===== src/rtl/clkdiv_pkg.sv =====
// Shared constants and types for the programmable clock divider.
// Optional tick counter in the top level is enabled by CLKDIV_TICKCNT_EN.
package clkdiv_pkg;

    localparam int CLKDIV_CNT_W     = 26;
    localparam int CLKDIV_DIV_RESET = 2 ** 25;

    typedef enum logic {
        RUN  = 1'b0,
        PEND = 1'b1
    } clkdiv_state_t;

    typedef logic [CLKDIV_CNT_W-1:0] clkdiv_cnt_t;

endpackage


===== src/rtl/clkdiv_reload.sv =====
// Pending half-period register and RUN/PEND handshake; the new value is
// only released to the counter on a wrap so a half-period never truncates.
module clkdiv_reload
    import clkdiv_pkg::*;
#(
    parameter int CNT_W = CLKDIV_CNT_W
) (
    input  logic             clk,
    input  logic             rstn,
    input  logic             div_load,
    input  logic [CNT_W-1:0] div_val,
    input  logic             wrap,
    output logic [CNT_W-1:0] pend_val,
    output logic             busy,
    output logic             apply
);

    clkdiv_state_t    state_q, state_d;
    logic [CNT_W-1:0] pend_q, pend_d;

    // NOTE: every variable assigned here gets a default first, so no path
    // can leave it unassigned and infer a latch.
    always_comb begin
        state_d = state_q;
        pend_d  = pend_q;
        // A wrap releases the value captured earlier; a load in the same
        // cycle becomes the next pending value and keeps us in PEND.
        if (state_q == PEND && wrap) begin
            state_d = RUN;
        end
        if (div_load) begin
            pend_d  = (div_val == '0) ? CNT_W'(1) : div_val;
            state_d = PEND;
        end
    end

    // NOTE: sequential state uses non-blocking assignments only, so every
    // flop samples the pre-edge value of every other flop.
    always_ff @(posedge clk) begin
        // NOTE: the pending register is reset too, so a discarded load can
        // never reappear after reset.
        if (!rstn) begin
            state_q <= RUN;
            pend_q  <= '0;
        end else begin
            state_q <= state_d;
            pend_q  <= pend_d;
        end
    end

    assign pend_val = pend_q;
    assign busy     = (state_q == PEND);
    assign apply    = (state_q == PEND) && wrap;

endmodule


===== src/rtl/clock_divider_prog.sv =====
// Runtime-programmable 50% duty clock divider with aligned tick strobe.
// Define CLKDIV_TICKCNT_EN to add the 16-bit tick_cnt output.
module clock_divider_prog
    import clkdiv_pkg::*;
#(
    parameter int               CNT_W     = CLKDIV_CNT_W,
    parameter logic [CNT_W-1:0] DIV_RESET = CNT_W'(CLKDIV_DIV_RESET)
) (
    input  logic             clk,
    input  logic             rstn,
    input  logic             en,
    input  logic             div_load,
    input  logic [CNT_W-1:0] div_val,
    output logic             div_busy,
    output logic [CNT_W-1:0] cur_div,
`ifdef CLKDIV_TICKCNT_EN
    output logic [15:0]      tick_cnt,
`endif
    output logic             out_clk,
    output logic             tick
);

    logic [CNT_W-1:0] cnt_q, cnt_d;
    logic [CNT_W-1:0] cur_div_q, cur_div_d;
    logic             out_clk_q, out_clk_d;
    logic             tick_q, tick_d;
    logic             wrap;
    logic             apply;
    logic [CNT_W-1:0] pend_val;

    clkdiv_reload #(
        .CNT_W (CNT_W)
    ) u_reload (
        .clk      (clk),
        .rstn     (rstn),
        .div_load (div_load),
        .div_val  (div_val),
        .wrap     (wrap),
        .pend_val (pend_val),
        .busy     (div_busy),
        .apply    (apply)
    );

    assign wrap = en && (cnt_q == cur_div_q - CNT_W'(1));

    always_comb begin
        cnt_d     = cnt_q;
        cur_div_d = cur_div_q;
        out_clk_d = out_clk_q;
        tick_d    = 1'b0;
        if (wrap) begin
            cnt_d     = '0;
            out_clk_d = ~out_clk_q;
            tick_d    = ~out_clk_q;
            // New N only takes over at a half-period boundary.
            if (apply) begin
                cur_div_d = pend_val;
            end
        end else if (en) begin
            cnt_d = cnt_q + CNT_W'(1);
        end
    end

    always_ff @(posedge clk) begin
        if (!rstn) begin
            cnt_q     <= '0;
            cur_div_q <= DIV_RESET;
            out_clk_q <= 1'b0;
            tick_q    <= 1'b0;
        end else begin
            cnt_q     <= cnt_d;
            cur_div_q <= cur_div_d;
            out_clk_q <= out_clk_d;
            tick_q    <= tick_d;
        end
    end

    assign cur_div = cur_div_q;
    assign out_clk = out_clk_q;
    assign tick    = tick_q;

`ifdef CLKDIV_TICKCNT_EN
    logic [15:0] tick_cnt_q, tick_cnt_d;

    // Counted from tick_d so the count moves in the same cycle tick is high.
    always_comb begin
        tick_cnt_d = tick_cnt_q;
        if (tick_d) begin
            tick_cnt_d = tick_cnt_q + 16'd1;
        end
    end

    always_ff @(posedge clk) begin
        if (!rstn) begin
            tick_cnt_q <= '0;
        end else begin
            tick_cnt_q <= tick_cnt_d;
        end
    end

    assign tick_cnt = tick_cnt_q;
`endif

endmodule


===== config.mk =====
export PLATFORM = sky130hd
export DESIGN_NAME = clock_divider_prog
export DESIGN_NICKNAME = d
export VERILOG_FILES = /design/src/rtl/clkdiv_pkg.sv /design/src/rtl/clkdiv_reload.sv /design/src/rtl/clock_divider_prog.sv
export SDC_FILE = /design/constraint.sdc
export NUM_CORES = 1
export LEC_CHECK = 0
export CORE_MARGIN = 3
export CORE_UTILIZATION = 60
export DETAILED_ROUTE_END_ITERATION = 12
export PLACE_DENSITY = 0.86
export REMOVE_ABC_BUFFERS = 1
export SKIP_CTS_REPAIR_TIMING = 1
export SLEW_MARGIN = 15
export SYNTH_ARGS = -nofsm -noshare
export SYNTH_HDL_FRONTEND = slang
export SYNTH_SLANG_ARGS = --single-unit

===== constraint.sdc =====
create_clock -name clk -period 4.4 [get_ports clk]
set_input_delay 1.1 -clock clk [delete_from_list [all_inputs] [get_ports clk]]
set_output_delay 1.1 -clock clk [all_outputs]
set_load 0.005 [all_outputs]

# Word-level counts from Yosys, hierarchy flattened
# Cells that the tools add are included.
dict set report classes {
  muxes 3
  reduce_logical 7
  eq_ne 1
  add_sub_neg 2
  n_bitwise 2
}
# op count
set op_table {}
lappend op_table {{$add 26x1->26 const B} 1}
lappend op_table {{$eq 26x26->1} 1}
lappend op_table {{$logic_not 26->1} 1}
lappend op_table {{$mux 26} 1}
lappend op_table {{$sub 26x1->26 const B} 1}
lappend op_table {{$reduce_and 2->1} 2}
lappend op_table {{$logic_and 1x1->1} 2}
lappend op_table {{$mux 1} 2}
lappend op_table {{$not 1->1} 2}
lappend op_table {{$reduce_bool 2->1} 1}
lappend op_table {{$reduce_or 2->1} 1}
dict set report totals {
  out_inout_bits 29
  inputBits 30
  ff_bits 81
}

# Logic depth before layout (Yosys ltp)
dict set report logic_depth {
  depth_word 6
  mapped_depth 12
  ltp_nobuf 10
}

# Hierarchy
# A second synthesis with hierarchy kept.
dict set report unflattened {
  hier_cells 488
  hier_area_um2 4316.6
}
# mod cells_per_inst area_per_inst_um2 instances
set modules_own_cells {}
lappend modules_own_cells {clock_divider_prog 392 3246.9 1}
lappend modules_own_cells {clkdiv_reload 96 1069.8 1}

# Least setup slack after synthesis
# No wires, ideal clock.
dict set report synth_path {
  kind {input port to flip-flop}
  start {input port en}
  end {register cnt_q[21]}
  slack_ns 1.678
  arrival_time_ns 2.605
  setup_ns 0.117
  path_stages 7
  path_cell_list {clkbuf_1 nand4_1 nor3_1 nor3b_1 nand3_1 xor2_1 nor2_1}
}
dict set report synth_via {
  elab_chain_cells 2
}
# item line_no
set synth_lines {}
lappend synth_lines {{from (decl)} clock_divider_prog.sv:11} ;# input logic en,
lappend synth_lines {{$logic_and 1x1->1} clock_divider_prog.sv:44} ;# assign wrap = en && (cnt_q == cur_div_q - CNT_W'(1));
lappend synth_lines {{$reduce_or 2->1 (no line)} n/a}
lappend synth_lines {{to (signal assigned)} clock_divider_prog.sv:71} ;# cnt_q <= cnt_d;
lappend synth_lines {{to (decl)} clock_divider_prog.sv:23} ;# logic [CNT_W-1:0] cnt_q, cnt_d;
# Parallel ways exist; a longest one is shown, timed or not.
# A chain may end at the register's enable or synchronous reset.

# Worst setup path in the final report
dict set report layout_path {
  start {register cur_div_q[0], in the netlist cur_div[0]}
  end {register cur_div_q[19], in the netlist cur_div[19]}
}
dict set report layout_via {
  elab_chain_cells 5
}
# item line_no
set layout_lines {}
lappend layout_lines {{from (decl)} clock_divider_prog.sv:24} ;# logic [CNT_W-1:0] cur_div_q, cur_div_d;
lappend layout_lines {{from (signal assigned)} clock_divider_prog.sv:72} ;# cur_div_q <= cur_div_d;
lappend layout_lines {{$sub 26x1->26 *} clock_divider_prog.sv:44}
lappend layout_lines {{$eq 26x26->1 *} clock_divider_prog.sv:44}
lappend layout_lines {{$logic_and 1x1->1 *} clock_divider_prog.sv:44}
lappend layout_lines {{$logic_and 1x1->1} clkdiv_reload.sv:53} ;# assign apply = (state_q == PEND) && wrap;
lappend layout_lines {{$reduce_and 2->1 (no line) *} n/a}
# Every way passes the cells marked *; elsewhere a longest branch is shown, timed or not.

==> flow_summary_export.csv <==
group,metric,value,unit
cts,numCtsBuffers,9,
sta,finalSetupViolCount,0,
routing,wire_per_inst,16.2,µm
logic_synthesis,syn_inst,512,
flow_run,cap_violations,0,
die,pin_count,59,
final_layout,post-route-util,0.745,
setup_path,critical-path-slowest-cell,"and4_4",
pwr,p_sw_frac,0.225,
pwr,combPwrFrac,0.062,
global_route,grt_pass1_wl,17.6,mm
pwr,p_leak,1.95,nW
placement,dp_cells,636,
routing,routed_wl,10.6,mm
pwr,powerDensity,282,nW/µm²
min_path,hp-class,"flip-flop to flip-flop",
routing,postRouteAntennaNets,0,
routing,drt_iter0_markers,455,
placement,gp_congestion,0.939,
outcome,status,"finished clean",
routing,vias,3807,
pwr,seq_power_share,0.518,
die,die_y,92.1,µm
setup_path,worstSetupPathType,"flip-flop to flip-flop",
cts,root_buffer,"clkbuf_8",
sta,rsz0062_at_grt,"no",
cts,cts_tree,"built",
cts,clkLatencyLatePin,0.36,ns
die,die_area,8480,µm²
setup_path,crit_family,"simple AND/OR/NAND/NOR gates",
sta,max_slew_margin,0.568,
logic_synthesis,synth_flop_cell,"dfxtp_1",
routing,drc_errors,0,
logic_synthesis,synth_cell_types,61,
pwr,p_sw,0.330,mW
setup_path,cp-start-kind,"flip-flop",
sta,min_period_over_period,0.700,
global_route,grt_max_degree,44,
global_route,grt_usage,0.259,
final_layout,nets,583,
sta,max_freq,325,MHz
cts,cts.reportedPaths.clkPinSlew,0.08,ns
logic_synthesis,synth_area_per_cell,8.69,µm²
final_layout,antennaDiodeCount,0,
sta,finalHoldViolCount,0,
final_layout,final_cells,652,
setup_path,required,4.68,ns
die,placementRows,30,
placement,io_buffers,58,
sta,min_period,3.08,ns
setup_path,setup.worst_path.end_class,"flip-flop",
placement,dpl.hpwl,7.59,mm
routing,routed_via_density,5.84,
sta,tns,0,ns
logic_synthesis,async_flop_share,0,
pwr,pwr-share-clk,0.420,
setup_path,rrSetupSlack,1.32,ns
cts,numClockSinks,81,
global_route,grt-ovfl-total,0,
logic_synthesis,synth_seq_cells,81,
die,die_w,92.1,µm
setup_path,path_cells,"inv_1 > ha_1 > or4b_4 > nor4_1 > xnor2_1 > nand3_1 > nor3_1 > o211a_1 > and4_4 > mux2i_1",
setup_path,cp_slowest_stage_delay,0.55,ns
global_route,grt_pass1_vias,3632,
sta,tightestPinTransition,0.649,ns
die,core,6980,µm²
sta,slew_viol_final,0,
logic_synthesis,synth_warnings,0,
logic_synthesis,syn_area,4450,µm²
final_layout,final_common_cell,"dfxtp_1",
final_layout,drive_above_1_share,0.0576,
setup_path,cp_max_fo,26,
final_layout,most-common-layout-cells,"81 x dfxtp_1, 69 x nand2_1, 57 x clkdlybuf4s50_1",
pwr,irDropWorstVdd,0.000268,V
routing,dr.pass1.iters,5,
die,start_util,0.637,
logic_synthesis,seq_area_frac_synth,0.364,
setup_path,cp.arrival,3.36,ns
sta,finClkSkew,0.00788,ns
logic_synthesis,synth_edf_count,0,
setup_path,crit_buf_inv,1,
pwr,power,1.47,mW
global_route,grt_antenna_before_repair,0,
cts,clockBufferDepth,2,
final_layout,syn_to_final_growth,16.9,%
pwr,intPower,1.14,mW
cts,htreeDepth,3,
## path summary, 6_finish.rpt
kind                                            start          end  cells after the start
worst min-delay path            u_reload.pend_val[18]  cur_div[18]                      2
worst max-delay path                       cur_div[0]  cur_div[19]                     10
worst max register to register             cur_div[0]  cur_div[19]                     10
worst min register to register  u_reload.pend_val[18]  cur_div[18]                      2
## cells in the mapped netlist (2+ instances only)
| library cell | number | area (µm²) |
|---|---|---|
| nand3_1 | 19 | 95.1 |
| buf_1 | 3 | 11.3 |
| xor2_1 | 32 | 280 |
| nor3_1 | 12 | 60.1 |
| o211ai_1 | 3 | 22.5 |
| a21o_1 | 2 | 15.0 |
| buf_12 | 3 | 60.1 |
| buf_2 | 6 | 30.0 |
| nor4_2 | 5 | 62.6 |
| clkbuf_1 | 19 | 71.3 |
| xnor2_1 | 22 | 193 |
| inv_1 | 8 | 30.0 |
| a31oi_1 | 6 | 37.5 |
| nand4b_1 | 2 | 17.5 |
| nand4_1 | 7 | 43.8 |
| mux2i_1 | 54 | 541 |
| nor3b_1 | 2 | 15.0 |
| a41oi_1 | 2 | 17.5 |
| a21boi_0 | 2 | 15.0 |
| a21oi_1 | 5 | 25.0 |
| o2111ai_1 | 2 | 17.5 |
| nor4_1 | 13 | 81.3 |
| ha_1 | 2 | 25.0 |
| nand2_1 | 69 | 259 |
| o22ai_1 | 2 | 12.5 |
| or4_1 | 3 | 22.5 |
| o311a_1 | 2 | 20.0 |
| and3_1 | 6 | 37.5 |
| nand3b_1 | 2 | 15.0 |
| or3_1 | 3 | 18.8 |
| and4_1 | 3 | 26.3 |
| dfxtp_1 | 81 | 1620 |
| nor2_1 | 47 | 176 |
| nor2b_1 | 32 | 200 |
| o21ai_0 | 5 | 25.0 |
## power groups by stage
stage / clock network [mW] / logic [mW] / registers, mW
2_1_floorplan: 0 / 0.0371 / 0.774
3_3_place_gp: 0 / 0.0873 / 0.776
3_5_place_dp: 0 / 0.0900 / 0.777
4_1_cts: 0.623 / 0.0908 / 0.760
5_1_grt: 0.657 / 0.0999 / 0.762
6_report: 0.617 / 0.0906 / 0.760
## worst reg2reg max path: cells and delay by family, from the launching register on
family	cells	cell delay, ns
mux	1	0.27
compound gates	1	0.17
xor+xnor	1	0.17
flops	1	0.40
fa+ha+maj	1	0.24
simple gates	5	1.66
buf+inv	1	0.10
## cell families (layout without fill, tap and decap cells)
| kind of cell | after synthesis | count (layout) | synth area share |
|---|---|---|---|
| AO/OA/AOI/OAI | 42 | 42 | 0.0695 |
| AND/OR/NAND/NOR | 238 | 238 | 0.283 |
| adder cells (fa/ha/maj) | 2 | 2 | 0.00562 |
| XOR/XNOR | 54 | 54 | 0.106 |
| multiplexers | 54 | 54 | 0.121 |
| flip-flops | 81 | 81 | 0.364 |
| buffers and inverters | 41 | 85 | 0.0498 |
## routing by layer
| layer | GRT usage | wire length, µm | up-vias |
|---|---|---|---|
| li1 | - | - | 1854 |
| met1 | 0.340 | 4500 | 1799 |
| met2 | 0.415 | 5060 | 142 |
| met3 | 0.0648 | 866 | 12 |
| met4 | 0.0842 | 140 | 0 |
| met5 | 0 | 0 | - |
## cell type report
type / instances / area (µm²)
well taps: 96 / 120
multi-input cells: 390 / 2610
flip-flops and latches: 81 / 1620
inverters: 8 / 30.0
clock buffers: 11 / 141
fillers: 525 / 1780
clock inverters: 5 / 85.1
repair buffers: 61 / 598
## sequential cells by signal, indices dropped and copies added (netlist names)
register and flops:
cur_div 26, cnt_q 26, u_reload.busy 1, out_clk 1, tick 1, u_reload.pend_val 26
## through the flow
stage	setup slack, ns	hold slack, ns	cell area, µm²
4_1_cts	1.33	0.468	5200
6_report	1.32	0.467	5200
3_3_place_gp	1.02	0.444	4980
2_1_floorplan	1.71	0.434	4260
5_1_grt	1.02	0.486	5200
3_5_place_dp	0.986	0.453	4980
Note: power is estimated with default switching activity, not from simulation.
